===== config.mk =====
export PLATFORM = sky130hd
export DESIGN_NAME = data_cache
export DESIGN_NICKNAME = d
export VERILOG_FILES = /design/src/rtl/cache_pkg.sv /design/src/rtl/cache_ram.sv /design/src/rtl/data_cache.sv
export SDC_FILE = /design/constraint.sdc
export NUM_CORES = 2
export LEC_CHECK = 0
export ABC_AREA = 1
export ABC_CLOCK_PERIOD_IN_PS = 6030
export CORE_MARGIN = 3
export CORE_UTILIZATION = 30
export DETAILED_ROUTE_END_ITERATION = 8
export GPL_ROUTABILITY_DRIVEN = 1
export PLACE_DENSITY = 0.47
export SETUP_SLACK_MARGIN = 0.1
export SLEW_MARGIN = 20
export SYNTH_ARGS = -nofsm -noshare
export SYNTH_HDL_FRONTEND = slang
export SYNTH_SLANG_ARGS = --single-unit

===== constraint.sdc =====
create_clock -name clk_i -period 6.03 [get_ports clk_i]
set_input_delay 0.603 -clock clk_i [delete_from_list [all_inputs] [get_ports clk_i]]
set_output_delay 0.603 -clock clk_i [all_outputs]
set_load 0.1 [all_outputs]

===== src/rtl/cache_pkg.sv =====
// Shared definitions for the MEM-stage data cache: FSM state encodings,
// derived geometry and address field extraction helpers.
package cache_pkg;

    localparam int unsigned OFFSET_BITS_DEFAULT = 2;
    localparam int unsigned INDEX_BITS_DEFAULT  = 4;

    // Controller states, kept as plain 2-bit encodings
    localparam logic [1:0] COMPARE    = 2'd0;
    localparam logic [1:0] WRITE_BACK = 2'd1;
    localparam logic [1:0] ALLOCATE   = 2'd2;

    function automatic int unsigned tag_bits(input int unsigned offset_bits,
                                             input int unsigned index_bits);
        return 30 - offset_bits - index_bits;
    endfunction

    function automatic int unsigned line_words(input int unsigned offset_bits);
        return 1 << offset_bits;
    endfunction

    localparam int unsigned TAG_BITS   = tag_bits(OFFSET_BITS_DEFAULT, INDEX_BITS_DEFAULT);
    localparam int unsigned LINE_WORDS = line_words(OFFSET_BITS_DEFAULT);

    // Word offset within the line, right-aligned
    function automatic logic [31:0] addr_offset(input logic [31:0] addr,
                                                input int unsigned offset_bits);
        return (addr >> 2) & ((32'd1 << offset_bits) - 32'd1);
    endfunction

    // Line index, right-aligned
    function automatic logic [31:0] addr_index(input logic [31:0] addr,
                                               input int unsigned offset_bits,
                                               input int unsigned index_bits);
        return (addr >> (offset_bits + 2)) & ((32'd1 << index_bits) - 32'd1);
    endfunction

    // Tag: everything above the index, right-aligned
    function automatic logic [31:0] addr_tag(input logic [31:0] addr,
                                             input int unsigned offset_bits,
                                             input int unsigned index_bits);
        return addr >> (offset_bits + index_bits + 2);
    endfunction

endpackage


===== src/rtl/cache_ram.sv =====
// Line storage for the data cache: valid/dirty flags, tags and data words.
// Reads are asynchronous; writes land on the rising edge; reset clears flags only.
import cache_pkg::*;

module cache_ram #(
    parameter int unsigned OFFSET_BITS = 2,
    parameter int unsigned INDEX_BITS  = 4,
    parameter int unsigned TAG_BITS    = 24
) (
    input  logic                   clk,
    input  logic                   rst_n,
    input  logic [INDEX_BITS-1:0]  rd_index,
    input  logic [OFFSET_BITS-1:0] rd_offset,
    output logic                   rd_valid,
    output logic                   rd_dirty,
    output logic [TAG_BITS-1:0]    rd_tag,
    output logic [31:0]            rd_word,
    input  logic                   word_we,
    input  logic [INDEX_BITS-1:0]  word_index,
    input  logic [OFFSET_BITS-1:0] word_offset,
    input  logic [31:0]            word_data,
    input  logic                   meta_we,
    input  logic [INDEX_BITS-1:0]  meta_index,
    input  logic [TAG_BITS-1:0]    meta_tag,
    input  logic                   meta_valid,
    input  logic                   meta_dirty
);

    localparam int unsigned LINES = 1 << INDEX_BITS;
    localparam int unsigned WORDS = 1 << OFFSET_BITS;

    logic [LINES-1:0]    valid_bits;
    logic [LINES-1:0]    dirty_bits;
    logic [TAG_BITS-1:0] tag_mem  [LINES];
    logic [31:0]         data_mem [LINES*WORDS];

    assign rd_valid = valid_bits[rd_index];
    assign rd_dirty = dirty_bits[rd_index];
    assign rd_tag   = tag_mem[rd_index];
    assign rd_word  = data_mem[{rd_index, rd_offset}];

    // Line flags: cleared asynchronously so a reset invalidates every line
    always_ff @(posedge clk or negedge rst_n) begin
        if (!rst_n) begin
            valid_bits <= '0;
            dirty_bits <= '0;
        end else if (meta_we) begin
            valid_bits[meta_index] <= meta_valid;
            dirty_bits[meta_index] <= meta_dirty;
        end
    end

    // Tag and data arrays carry no reset; their contents only matter once valid
    always_ff @(posedge clk) begin
        if (word_we) begin
            data_mem[{word_index, word_offset}] <= word_data;
        end
        if (meta_we) begin
            tag_mem[meta_index] <= meta_tag;
        end
    end

endmodule


===== src/rtl/data_cache.sv =====
// Direct-mapped, write-back, write-allocate data cache controller for the
// MEM stage. Misses stall the pipeline through cache_miss_o while a dirty
// victim is written back and the line is refilled one word per handshake.
import cache_pkg::*;

module data_cache #(
    parameter int unsigned OFFSET_BITS = 2,
    parameter int unsigned INDEX_BITS  = 4
) (
    input  logic        clk_i,
    input  logic        rst_ni,
    input  logic        mem_read_i,
    input  logic        mem_write_i,
    input  logic [31:0] addr_i,
    input  logic [31:0] write_data_i,
    output logic [31:0] read_data_o,
    output logic        cache_miss_o,
    output logic        mem_req_o,
    output logic        mem_we_o,
    output logic [31:0] mem_addr_o,
    output logic [31:0] mem_wdata_o,
    input  logic [31:0] mem_rdata_i,
    input  logic        mem_ready_i
);

    localparam int unsigned LOCAL_TAG_BITS = tag_bits(OFFSET_BITS, INDEX_BITS);
    localparam logic [OFFSET_BITS-1:0] LAST_BEAT = '1;

    logic [1:0]                state;
    logic [1:0]                next_state;
    logic [OFFSET_BITS-1:0]    beat;
    logic [OFFSET_BITS-1:0]    next_beat;
    logic [INDEX_BITS-1:0]     burst_index;
    logic [LOCAL_TAG_BITS-1:0] burst_tag;

    logic [OFFSET_BITS-1:0]    req_offset;
    logic [INDEX_BITS-1:0]     req_index;
    logic [LOCAL_TAG_BITS-1:0] req_tag;

    logic                      in_compare;
    logic                      active;
    logic                      hit;
    logic                      miss_start;
    logic                      read_hit;
    logic                      write_hit;

    logic [INDEX_BITS-1:0]     ram_index;
    logic [OFFSET_BITS-1:0]    ram_offset;
    logic                      rd_valid;
    logic                      rd_dirty;
    logic [LOCAL_TAG_BITS-1:0] rd_tag;
    logic [31:0]               rd_word;

    logic                      word_we;
    logic [31:0]               word_data;
    logic                      meta_we;
    logic [LOCAL_TAG_BITS-1:0] meta_tag;
    logic                      meta_dirty;

    assign req_offset = OFFSET_BITS'(addr_offset(addr_i, OFFSET_BITS));
    assign req_index  = INDEX_BITS'(addr_index(addr_i, OFFSET_BITS, INDEX_BITS));
    assign req_tag    = LOCAL_TAG_BITS'(addr_tag(addr_i, OFFSET_BITS, INDEX_BITS));

    assign in_compare = (state == COMPARE);
    assign active     = mem_read_i | mem_write_i;

    // Bursts use the index latched at miss time so a request that drops
    // mid-miss still finishes against the right line.
    assign ram_index  = in_compare ? req_index  : burst_index;
    assign ram_offset = in_compare ? req_offset : beat;

    assign hit        = rd_valid && (rd_tag == req_tag);
    assign miss_start = in_compare && active && !hit;
    assign write_hit  = in_compare && mem_write_i && hit;
    assign read_hit   = in_compare && mem_read_i && !mem_write_i && hit;

    cache_ram #(
        .OFFSET_BITS (OFFSET_BITS),
        .INDEX_BITS  (INDEX_BITS),
        .TAG_BITS    (LOCAL_TAG_BITS)
    ) u_ram (
        .clk         (clk_i),
        .rst_n       (rst_ni),
        .rd_index    (ram_index),
        .rd_offset   (ram_offset),
        .rd_valid    (rd_valid),
        .rd_dirty    (rd_dirty),
        .rd_tag      (rd_tag),
        .rd_word     (rd_word),
        .word_we     (word_we),
        .word_index  (ram_index),
        .word_offset (ram_offset),
        .word_data   (word_data),
        .meta_we     (meta_we),
        .meta_index  (ram_index),
        .meta_tag    (meta_tag),
        .meta_valid  (1'b1),
        .meta_dirty  (meta_dirty)
    );

    // Next-state, beat counter and storage write control
    always_comb begin
        next_state = state;
        next_beat  = beat;
        word_we    = 1'b0;
        word_data  = write_data_i;
        meta_we    = 1'b0;
        meta_tag   = req_tag;
        meta_dirty = 1'b1;
        case (state)
            COMPARE: begin
                if (write_hit) begin
                    word_we = 1'b1;
                    meta_we = 1'b1;
                end else if (miss_start) begin
                    next_state = (rd_valid && rd_dirty) ? WRITE_BACK : ALLOCATE;
                end
            end
            WRITE_BACK: begin
                if (mem_ready_i) begin
                    next_beat = beat + 1'b1;
                    if (beat == LAST_BEAT) begin
                        next_state = ALLOCATE;
                    end
                end
            end
            ALLOCATE: begin
                if (mem_ready_i) begin
                    word_we   = 1'b1;
                    word_data = mem_rdata_i;
                    next_beat = beat + 1'b1;
                    if (beat == LAST_BEAT) begin
                        meta_we    = 1'b1;
                        meta_tag   = burst_tag;
                        meta_dirty = 1'b0;
                        next_state = COMPARE;
                    end
                end
            end
            default: begin
                next_state = COMPARE;
                next_beat  = '0;
            end
        endcase
    end

    // FSM state, beat counter and latched burst line
    always_ff @(posedge clk_i or negedge rst_ni) begin
        if (!rst_ni) begin
            state       <= COMPARE;
            beat        <= '0;
            burst_index <= '0;
            burst_tag   <= '0;
        end else begin
            state <= next_state;
            beat  <= next_beat;
            if (miss_start) begin
                burst_index <= req_index;
                burst_tag   <= req_tag;
            end
        end
    end

    assign cache_miss_o = in_compare ? miss_start : 1'b1;
    assign read_data_o  = read_hit ? rd_word : '0;
    assign mem_req_o    = !in_compare;
    assign mem_we_o     = (state == WRITE_BACK);
    assign mem_wdata_o  = (state == WRITE_BACK) ? rd_word : '0;
    assign mem_addr_o   = (state == WRITE_BACK) ? {rd_tag, burst_index, beat, 2'b00} :
                          (state == ALLOCATE)   ? {burst_tag, burst_index, beat, 2'b00} :
                                                  '0;

endmodule

==> summary.txt <==
status: finished, final reports clean
post-synth top area share: 75.9%
Avg Vias per Cell: 5.18
Fill cells: 30,300
Buffers on Ports: 195
critical path's largest stage delay: 470 ps
Static Leak: 40.1 nW
Final setup viols: 0
die area: 327,000 sq um
Seq pwr share: 37.5%
Pint: 33.7 mW
minimum clock period: 5780 ps
Max H-tree Level: 5
Clock transition at path regs: 60 ps
Sink Count: 2,496
total CTS buffers: 273
Seq cells post-synth: 2,496
nature of the critical path startpoint: flip-flop
Max-slew headroom: 26.6%
total gr overflow: 0
Switch Pwr: 19.9 mW
crit share post-route: 95.8%
Post-Syn Area: 96,200 sq um
Remaining DRCs: 0
Synth warnings: 0
pwr/cell area: 463 nW/um^2
Die X: 572 um
Combinational Power Share: 33.3%
Area Growth Syn to Fin: 20.6%
CP max stage cell: nand4_1
mean post-synth cell area: 14.0 sq um
CP required: 5430 ps
vias in the first global route: 58,300
Seq/Total Area, Yosys: 77.6%
initial core utilization: 30.2%
clock latency at the later pin of the worst-skew pair: 860 ps
Site Rows: 207
max-slew violation count: 0
Slew @ Worst Pin: 1100 ps
vias post-DR: 61,100
DR iter-0 viols: 6,877
area leader, netlist: edfxtp_1
final WL: 335 mm
Fmax: 173 MHz
Core ar.: 319,000 sq um
HP Class: in -> reg
Worst setup EP type: output pin
footprint of the multi-input gates: 19,000 sq um
I/O pins: 200
Yosys cell types: 41
DR pass1 iterations: 8
placed wire-length estimate: 198 mm
Tot Pwr: 53.7 mW
first-pass GRT wire length: 462 mm
Tot GR Track Use: 19.9%
commonest cells in the synthesized netlist: edfxtp_1 (2,432), nand2_1 (1,738), a22oi_1 (668)
TNS Setup: 0 ps
count leader, synth: edfxtp_1
ANT nets after route: 0
Nets: 7,536
Final Hold Fails: 0
final worst setup slack: 252 ps
Critical path buffers and inverters: 6
RSZ-0062 raised after global routing: no
MaxCap Viol Count: 0
Die Ht: 572 um
routed len/inst: 28.4 um
Crit Path Max Fanout: 28
dpl ws: 485 ps
Clk network pwr share: 29.1%
Top FF cell, synth: edfxtp_1
Root Buffer: clkbuf_16
antenna violations before repair: 7
register area: 74,600 sq um
critical path arrival: 5170 ps
routability cong.: 0.839
layout cells sized above 1: 13.8%
Post-synth EDFFs: 2,432
Peak VDD IR: 0.428 mV
WS Path Type: reg -> out
CP top delay family: simple AND/OR/NAND/NOR gates
largest net degree at the start of global routing: 82
worst clock skew: 94.4 ps
clock tree buffer depth: 4
CTS tree: done
R2R Setup Slk: 1020 ps
FFs w/ async S/R, synth: 2.56%
synth top area cells: edfxtp_1 (76%), nand2_1 (6.8%), a22oi_1 (5.2%)
crit path cell chain: inv_1, ha_2, buf_4, nand2_1, o21ai_4, inv_1, nand3_2, inv_8, buf_12, a22o_1, a221oi_1, nand4_1, nand2_1, nand4_1, nor2_1, nor2_1, buf_12
final core occ: 36.4%
Switching Fraction: 37.1%
post-synthesis instance total: 6,884
metrics by stage:
step                      std cells  cell area [sq um]  hold WS, ps
after detailed placement      11300             108000          438
after global placement        11300             108000          432
final                         11800             116000          396
after global routing          11800             116000          392
after floorplan                6885              96200          307
after CTS                     11800             116000          326
power groups by stage:
stage	Combinational [mW]	Clock, mW	Sequential [mW]
6_report	17.9	15.6	20.1
4_1_cts	18.0	15.9	20.1
2_1_floorplan	9.25	0	20.5
5_1_grt	19.1	16.6	20.2
3_3_place_gp	17.8	0	20.5
3_5_place_dp	17.9	0	20.5
cells in the final DEF, fill, tap and decap left out, types with 6 or more instances in the layout:
master and n:
nand3b_1 12, a221oi_1 101, nand2_1 1737, a22o_1 27
clkinv_8 6, nor2_2 16, clkinv_2 44, clkbuf_1 62
a22oi_1 668, bufinv_16 9, o41ai_1 8, nand2_2 8
o22ai_1 33, nand3_2 9, clkdlybuf4s50_1 105, mux2_2 32
a21oi_1 21, nor2_4 72, o21ai_0 181, nor2_1 222
nor3_1 20, a21oi_2 14, inv_8 9, clkbuf_16 278
clkinv_1 50, inv_6 8, inv_1 427, nand4_1 252
edfxtp_1 2432, o21ai_1 6, nand3_1 122, buf_4 336
diode_2 8, dfrtp_1 64, buf_12 182
flip-flops by register name, summed over array words and instances (netlist names):
signal,count
u_ram.dirty_bits,16
burst_index,4
state,2
u_ram.valid_bits,16
u_ram.data_mem,2048
u_ram.tag_mem,384
burst_tag,24
beat,2
worst paths after layout:
check | cells after the start | endpoint | startpoint
min in group asynchronous | 3 | burst_tag[0] | rst_ni
max in group asynchronous | 3 | u_ram.valid_bits[3] | rst_ni
setup reg to reg | 25 | u_ram.data_mem[12][30] | state[1]
setup / recovery | 17 | mem_wdata_o[17] | state[1]
hold reg to reg | 2 | u_ram.valid_bits[0] | u_ram.valid_bits[0]
hold / removal | 3 | burst_index[3] | addr_i[7]
logic make-up after synthesis:
family	synth area share (%)
DFF	77.6
and+or+nand+nor	10.7
AOI/OAI and AO/OA	7.94
buffers and inverters	3.37
muxes	0.375
adders and majority gates	0.0520
other	0.00390
worst reg2reg max path, stage by stage, from the launching register on:
cell and delay (ps):
dfrtp_1 400, inv_1 90, ha_2 280, inv_2 140, nand2_8 250, nand2_8 240, buf_12 280, nand2_1 90
nand2_1 50, nand2_1 50, nand2_1 70, nand2_1 60, nand2_1 120, nor2_1 220, nor2_1 120, nor2_1 120
nand2_1 60, nor2_1 180, nand2_1 70, nor2_1 190, nand3_2 240, nand2_2 280, nand2_1 250, buf_12 230
nor2_4 110, buf_4 430
repair_timing:
action / CTS / global route
endpoints found under the hold margin: 6 / 0
setup buffers: 0 / 0
setup endpoints to repair: 52 / 43
pin swaps: 3 / 1
hold buffers: 1 / 0
cloned: 1 / 0
gates resized for setup: 10 / 10
layer usage:
layer	part of all wire, %	global-route usage [%]
met2	47	32.6
met4	3.2	6.11
met1	43	27.5
met5	0.0039	0
met3	6.8	2.65
cell type report:
class	count	area share [%]
multi-input combinational	3591	16.4
timing repair buffer	627	6.25
tap	4180	4.51
clock inverter	116	0.770
antenna	8	0.0173
clock buffer	344	6.24
sequential	2496	64.3
inverter	442	1.48
No activity file was read; power rests on OpenSTA's default activity.
